`src/rtl/multichannel_deadtime_generator.sv`:
```
// -----------------------------------------------------------------------------
// multichannel_deadtime_generator
//
// Complementary dead-time inserter for N_CHANNELS half-bridge legs. Each leg
// turns one PWM reference into high-side/low-side gate drives. Both switches
// are held off for a programmable number of cycles before either side turns
// on. A reference pulse shorter than the dead time is aborted cleanly, so the
// requested side never turns on. A latched fault forces every leg off, and a
// bypass mode (enable=0) drives the gates straight from the reference.
//
// Ports:
//   clock          system clock
//   reset          synchronous, active-low reset
//   enable         1 = dead-time insertion, 0 = bypass (debug only)
//   in_ref         PWM reference per channel (1 = high side requested)
//   dead_time_rise off cycles before the high side turns on
//   dead_time_fall off cycles before the low side turns on
//   fault          active-high fault request, sampled on clock
//   clear_fault    fault-latch clear request (ignored while fault=1)
//   out_h          high-side gates, decoded from the state register
//   out_l          low-side gates, decoded from the state register
//   fault_active   fault latch state
// -----------------------------------------------------------------------------
module multichannel_deadtime_generator #(
    parameter int unsigned N_CHANNELS    = 3,
    parameter int unsigned COUNTER_WIDTH = 16
) (
    input  logic                     clock,
    input  logic                     reset,
    input  logic                     enable,
    input  logic [N_CHANNELS-1:0]    in_ref,
    input  logic [COUNTER_WIDTH-1:0] dead_time_rise,
    input  logic [COUNTER_WIDTH-1:0] dead_time_fall,
    input  logic                     fault,
    input  logic                     clear_fault,
    output logic [N_CHANNELS-1:0]    out_h,
    output logic [N_CHANNELS-1:0]    out_l,
    output logic                     fault_active
);

    typedef enum logic [2:0] {
        StOff    = 3'd0,
        StLowOn  = 3'd1,
        StDtRise = 3'd2,
        StHighOn = 3'd3,
        StDtFall = 3'd4
    } state_e;

    state_e                   state_q [N_CHANNELS];
    state_e                   state_d [N_CHANNELS];
    logic [COUNTER_WIDTH-1:0] cnt_q   [N_CHANNELS];
    logic [COUNTER_WIDTH-1:0] cnt_d   [N_CHANNELS];
    logic                     fault_latch_q;
    logic                     fault_latch_d;

    logic                     shutdown;
    logic                     rise_zero;
    logic                     fall_zero;
    logic [COUNTER_WIDTH-1:0] rise_load;
    logic [COUNTER_WIDTH-1:0] fall_load;

    // The counter counts down to zero inclusive, so loading value-1 gives a
    // dead interval of exactly the programmed number of cycles.
    assign rise_zero = (dead_time_rise == '0);
    assign fall_zero = (dead_time_fall == '0);
    assign rise_load = dead_time_rise - COUNTER_WIDTH'(1);
    assign fall_load = dead_time_fall - COUNTER_WIDTH'(1);

    // A fault seen at this edge takes effect at once, without waiting a cycle
    // for the latch.
    assign shutdown = fault_latch_q | fault;

    always_comb begin
        fault_latch_d = fault_latch_q;
        if (fault) begin
            fault_latch_d = 1'b1;
        end else if (clear_fault) begin
            fault_latch_d = 1'b0;
        end
    end

    always_comb begin
        for (int i = 0; i < N_CHANNELS; i++) begin
            state_d[i] = state_q[i];
            cnt_d[i]   = cnt_q[i];

            if (shutdown) begin
                state_d[i] = StOff;
                cnt_d[i]   = '0;
            end else if (!enable) begin
                state_d[i] = in_ref[i] ? StHighOn : StLowOn;
                cnt_d[i]   = '0;
            end else begin
                case (state_q[i])
                    // Leaving OFF always goes through a dead interval first.
                    StOff, StLowOn, StHighOn: begin
                        if (in_ref[i] && state_q[i] != StHighOn) begin
                            state_d[i] = rise_zero ? StHighOn : StDtRise;
                            cnt_d[i]   = rise_load;
                        end else if (!in_ref[i] && state_q[i] != StLowOn) begin
                            state_d[i] = fall_zero ? StLowOn : StDtFall;
                            cnt_d[i]   = fall_load;
                        end
                    end
                    StDtRise: begin
                        if (!in_ref[i]) begin
                            state_d[i] = StLowOn;
                        end else if (cnt_q[i] == '0) begin
                            state_d[i] = StHighOn;
                        end else begin
                            cnt_d[i] = cnt_q[i] - COUNTER_WIDTH'(1);
                        end
                    end
                    StDtFall: begin
                        if (in_ref[i]) begin
                            state_d[i] = StHighOn;
                        end else if (cnt_q[i] == '0) begin
                            state_d[i] = StLowOn;
                        end else begin
                            cnt_d[i] = cnt_q[i] - COUNTER_WIDTH'(1);
                        end
                    end
                    default: begin
                        state_d[i] = StOff;
                        cnt_d[i]   = '0;
                    end
                endcase
            end
        end
    end

    always_ff @(posedge clock) begin
        if (!reset) begin
            fault_latch_q <= 1'b0;
            for (int i = 0; i < N_CHANNELS; i++) begin
                state_q[i] <= StOff;
                cnt_q[i]   <= '0;
            end
        end else begin
            fault_latch_q <= fault_latch_d;
            for (int i = 0; i < N_CHANNELS; i++) begin
                state_q[i] <= state_d[i];
                cnt_q[i]   <= cnt_d[i];
            end
        end
    end

    // Gates come from the state register only, so they cannot glitch.
    always_comb begin
        out_h = '0;
        out_l = '0;
        for (int i = 0; i < N_CHANNELS; i++) begin
            out_h[i] = (state_q[i] == StHighOn);
            out_l[i] = (state_q[i] == StLowOn);
        end
    end

    assign fault_active = fault_latch_q;

endmodule

```
`config.mk`:
```
export PLATFORM = sky130hd
export DESIGN_NAME = multichannel_deadtime_generator
export DESIGN_NICKNAME = d
export VERILOG_FILES = /design/src/rtl/multichannel_deadtime_generator.sv
export SDC_FILE = /design/constraint.sdc
export NUM_CORES = 1
export LEC_CHECK = 0
export BUFFER_PORTS_ARGS = -buffer_cell sky130_fd_sc_hd__buf_2
export CAP_MARGIN = 20
export CORE_ASPECT_RATIO = 0.75
export CORE_MARGIN = 10
export CORE_UTILIZATION = 65
export DETAILED_ROUTE_END_ITERATION = 8
export GPL_TIMING_DRIVEN = 0
export HOLD_SLACK_MARGIN = 0.02
export PLACE_DENSITY = 0.86
export SETUP_SLACK_MARGIN = 0.3
export SYNTH_ARGS = -nofsm -noshare
export SYNTH_HDL_FRONTEND = slang
export SYNTH_SLANG_ARGS = --single-unit
```
`constraint.sdc`:
```
create_clock -name clock -period 4.92 [get_ports clock]
set_clock_uncertainty 0.2 [all_clocks]
set_input_delay 1.23 -clock clock [delete_from_list [all_inputs] [get_ports clock]]
set_output_delay 1.23 -clock clock [all_outputs]
set_load 0.05 [all_outputs]
```
# Yosys cells after proc, flatten, opt, wreduce, memory -nomap -nowiden
# Memory sizes are Yosys's and may differ from the RTL's.
# Index checks and enable logic that the tools add are counted.
[classes]
addsub = 5
eq_ne = 18
n_mux = 66
bitwise = 7
reduce_logical = 21
[ops]
columns = ["operator", "count"]
rows = [
  ["$mux W16", 24],
  ["$pmux W16 S3", 3],
  ["$mux W3", 28],
  ["$logic_not A16 Y1", 5],
  ["$sub A16 B1 Y16 const B", 5],
  ["$pmux W3 S3", 3],
  ["$eq A3 B2 Y1 const B", 6],
  ["$eq A3 B1 Y1 const B", 3],
  ["$eq A3 B3 Y1 const B", 3],
  ["$logic_not A3 Y1", 3],
  ["$ne A3 B1 Y1 const B", 3],
  ["$ne A3 B2 Y1 const B", 3],
  ["$reduce_or A3 Y1", 3],
  ["$or A1 B1 Y1", 7],
  ["$logic_and A1 B1 Y1", 6],
  ["$mux W2", 3],
  ["$mux W1", 5],
  ["$logic_not A1 Y1", 3],
  ["$reduce_bool A2 Y1", 1],
]
[word_totals]
reg_bits = 1
ram_bits = 57
out_inout_bits = 7
mem_count = 2
[mem_list]
columns = ["name", "depth", "word_bits", "rd", "rd_ports_with_merged_regs", "wr", "line", "text"]
rows = [
  ["cnt_q", 3, 16, 3, 0, 3, "51", "logic [COUNTER_WIDTH-1:0] cnt_q [N_CHANNELS];"],
  ["state_q", 3, 3, 3, 0, 3, "49", "state_e state_q [N_CHANNELS];"],
]

# Longest topological paths before layout
[logic_depth]
depth_word = 8
mapped_depth = 9

# Least setup slack after synthesis
# Ideal clock, no wire load.
[synth_path]
kind = "register to output"
from = "memory state_q[0][3] in the netlist's numbering"
to = "output out_l[1]"
arrival_time_ps = 1730
t_required_ps = 3490
setup_slack_ps = 1760
path_stages_with_launch = 3
path_cell_list = "dfxtp_1 > clkbuf_1 > nor3b_1"
[synth_rtl]
columns = ["item", "line", "text"]
rows = [
  ["start, declared", "49", ""],
  ["end, declared", "37", "output logic [N_CHANNELS-1:0] out_l,"],
]

==> flow_metrics.py <==
metrics = {
    "status": {
        "status": "finished, violations left",
        "violations": "design-rule violations",
    },
    "final_layout": {
        "nets": 780,
        "final_cell_area_sq_mm": 0.00550,
        "final_cells": 839,
        "mostFrequentLayoutCell": "nor2_1",
        "area.growth.synth_to_final_pct": 11.5,
        "drive_above_1_share_pct": 11.7,
        "multi_input_comb_area_sq_mm": 0.00352,
        "final_cell_mix": "nor2_1, nand2_1, dfxtp_1, buf_2, a21oi_1",
        "fillers": 598,
        "final_core_util_pct": 74.7,
        "antennaDiodeCount": 0,
        "area.sequential_sq_mm": 0.00116,
    },
    "placed_design": {
        "hpwl_mm": 14.1,
        "post-place-cells": 823,
        "place_ws_ns": 0.800,
        "io_buffers": 42,
        "gp_congestion": 1.08,
        "placed_area_sq_mm": 0.00527,
    },
    "route": {
        "dr.pass1.iters": 9,
        "wl_per_cell_microns": 22.7,
        "wl_met3_mm": 3.05,
        "vias_per_cell": 7.27,
        "ant_nets": 0,
        "met2_length_mm": 7.66,
        "vias": 6097,
        "wl_met1_mm": 7.49,
        "wirelength_mm": 19.1,
        "drtIter0Drc": 1306,
        "drc_errors": 1,
        "top_layer": "met4",
    },
    "setup_path": {
        "cp-start-kind": "input pin",
        "r2r-end": "cnt_q[0][5]$_SDFFE_PP0P_",
        "critical_path.max_fanout": 10,
        "crit_type": "in -> reg",
        "r2r_start": "fault_active$_SDFFE_PN0P_",
        "cpMostUsedCell": "o211ai_1",
        "cp_top_family": "simple AND/OR/NAND/NOR gates",
        "path_cells": "buf_2, nor3b_1, nand2_1, clkbuf_1, nor3_1, o211ai_1, o211ai_1",
        "ff2ff_path_depth": 6,
        "r2r_slack_ns": 1.56,
        "arrival_ns": 4.09,
        "cp-end-kind": "flip-flop",
        "crit_required_ns": 5.00,
        "cpPeakStageDelay_ns": 0.93,
        "cp_slowest_cell": "nor3b_1",
        "path_buf_inv": 2,
    },
    "global_routing": {
        "grt_first_pass_wirelength_mm": 29.5,
        "grt_usage_pct": 32.3,
        "antenna_found_initial": 0,
        "grt_pass1_vias": 5481,
        "grt-ovfl-total": 0,
        "grt_max_degree": 11,
    },
    "synthesis": {
        "avgSynthCellArea_sq_um": 7.26,
        "synthFlopType": "dfxtp_1",
        "muxShareOfSynthArea_pct": 2.48,
        "syn_area_sq_mm": 0.00493,
        "ys_seq_elements": 58,
        "synth_top_family_by_area": "simple AND/OR/NAND/NOR gates",
        "netlist_instances": 680,
        "synth_xor_xnor_area_share_pct": 6.57,
        "syn-num-nets": 727,
        "synth_adder_area_share_pct": 1.77,
        "synth-async-reset-ratio_pct": 0,
        "ys_types": 71,
        "synth_warnings": 0,
        "synth_seq_area_share_pct": 23.5,
        "yosys.area_share.simple_pct": 32.5,
        "synth_compound_area_share_pct": 28.0,
        "synth_edf_count": 0,
    },
    "floorplan": {
        "fp.dieW_microns": 121,
        "pin_count": 47,
        "core_region_area_sq_mm": 0.00736,
        "rows": 27,
        "dieHeight_microns": 95.5,
        "dieArea_sq_mm": 0.0115,
        "start_util_pct": 67.0,
    },
    "timing": {
        "layout_setup_ws_ns": 0.912,
        "rsz0062_at_grt": "no",
        "setup_violations": 0,
        "finalSetupTns_ns": 0,
        "hold_viol": 0,
        "tightest_slew_ns": 1.19,
        "drv_slew": 0,
        "maxSlewHeadroom_pct": 20.6,
        "fmax_ghz": 0.250,
        "finalCriticalPeriod_ns": 4.01,
        "period_share_pct": 81.5,
    },
    "hold_path": {
        "min_path_type": "reg -> reg",
        "min_path_cells": 2,
        "min_from": "cnt_q[0][25]$_SDFFE_PP0P_",
        "hold-path-endpoint": "cnt_q[0][25]$_SDFFE_PP0P_",
    },
    "flow_run": {
        "maxCapViolCount": 0,
    },
    "cts": {
        "htreeDepth": 3,
        "cts_tree": "done",
        "ctsRootBufferMaster": "clkbuf_8",
        "clock-sinks": 58,
        "clk_latency_ns": 0.35,
        "cts_resized": 0,
        "post_cts.repair.setup_buffers": 0,
        "path_clk_slew_ns": 0.07,
        "numCtsBuffers": 9,
        "cts_max_path_buffers": 2,
        "hold_buffers": 0,
    },
    "power": {
        "p_per_area_mw_per_mm2": 272,
        "irDropWorstVdd_mv": 0.229,
        "power_leakage_nw": 2.12,
        "seqPwrFrac_pct": 33.5,
        "internal_power_w": 0.000956,
        "p_switching_w": 0.000543,
        "power_frac_clock_pct": 35.2,
        "combPwrFrac_pct": 31.3,
        "p_sw_share_pct": 36.2,
    },
}
synth_stat cells, types with 5 or more instances:
cell type	count	share of area (%)
xor2_1	25	4.4
or3_1	7	0.89
a32oi_1	6	1.1
nor2b_1	11	1.4
o22ai_1	18	2.3
a22oi_1	5	0.76
a32o_1	5	1.0
nand3b_1	7	1.1
nand3_1	19	1.9
a31oi_1	9	1.1
xnor2_1	12	2.1
o32ai_1	5	0.89
or4_1	6	0.91
nand4_1	10	1.3
nand2b_1	7	0.89
inv_1	19	1.4
nand2_1	63	4.8
ha_1	7	1.8
mux2i_1	10	2.0
dfxtp_1	58	24
nor3b_1	8	1.2
a211oi_1	8	1.2
clkbuf_1	29	2.2
a21oi_1	46	4.7
o21ai_0	41	4.2
nor3_1	32	3.2
nor2_1	85	6.5
o211ai_1	22	3.3
nor4_1	14	1.8
power groups by stage:
stage | sequential [W] | clock (W) | combinational [W]
6_report | 0.000503 | 0.000528 | 0.000468
5_1_grt | 0.000504 | 0.000536 | 0.000497
4_1_cts | 0.000501 | 0.000520 | 0.000444
3_5_place_dp | 0.000512 | 0 | 0.000440
3_3_place_gp | 0.000511 | 0 | 0.000429
2_1_floorplan | 0.000510 | 0 | 0.000307
final cells by class:
| cell class | count | area share, % |
|---|---|---|
| buffer | 40 | 3.30 |
| clock buffer | 12 | 2.82 |
| clock inverter | 4 | 1.34 |
| inverter | 19 | 1.30 |
| multi-input combinational | 563 | 64.0 |
| sequential | 58 | 21.1 |
| tap | 101 | 2.30 |
| timing repair buffer | 42 | 3.82 |
how the worst max path moves through the flow:
| stage | from | end | slack [ns] | depth (start not counted) |
|---|---|---|---|---|
| after CTS | fault | cnt_q[0][5]$_SDFFE_PP0P_ | 1.15 | 7 |
| final | fault | cnt_q[0][5]$_SDFFE_PP0P_ | 0.91 | 7 |
| after detailed placement | fault | cnt_q[0][5]$_SDFFE_PP0P_ | 0.80 | 7 |
| after global placement | fault | cnt_q[0][7]$_SDFFE_PP0P_ | 0.78 | 7 |
| after floorplan | state_q[0][3]$_SDFFE_PP0P_ | out_l[1] | 1.76 | 2 |
| after global routing | fault | cnt_q[0][5]$_SDFFE_PP0P_ | 0.85 | 7 |
cells by family (layout without fill, tap and decap cells):
family                   Yosys count  count (layout)
flip-flops                        58              58
AND/OR/NAND/NOR                  301             301
AO/OA/AOI/OAI                    206             206
XOR/XNOR                          37              37
multiplexers                      12              12
adder cells (fa/ha/maj)            7               7
buffers and inverters             59             117
worst min-delay path, stage by stage, from the launching register on:
cell     delay, ns
dfxtp_1       0.31
o21ai_0       0.06
a21oi_1       0.07
routing by layer:
metal | vias to the layer above | GRT usage [%]
li1 | 2652 | -
met1 | 2815 | 41.8
met2 | 531 | 46.8
met3 | 99 | 12.8
met4 | 0 | 13.5
met5 | - | 0
state kept, by name, indices dropped and copies added, names as in the netlist:
signal        cells
state_q           9
cnt_q            48
fault_active      1
through the flow:
| step | total power [W] | hold slack, ns |
|---|---|---|
| 4_1_cts | 0.00147 | 0.281 |
| 5_1_grt | 0.00154 | 0.315 |
| 3_3_place_gp | 0.000940 | 0.266 |
| 6_report | 0.00150 | 0.288 |
| 3_5_place_dp | 0.000952 | 0.267 |
| 2_1_floorplan | 0.000817 | 0.244 |
(Power assumes the default switching activity.)
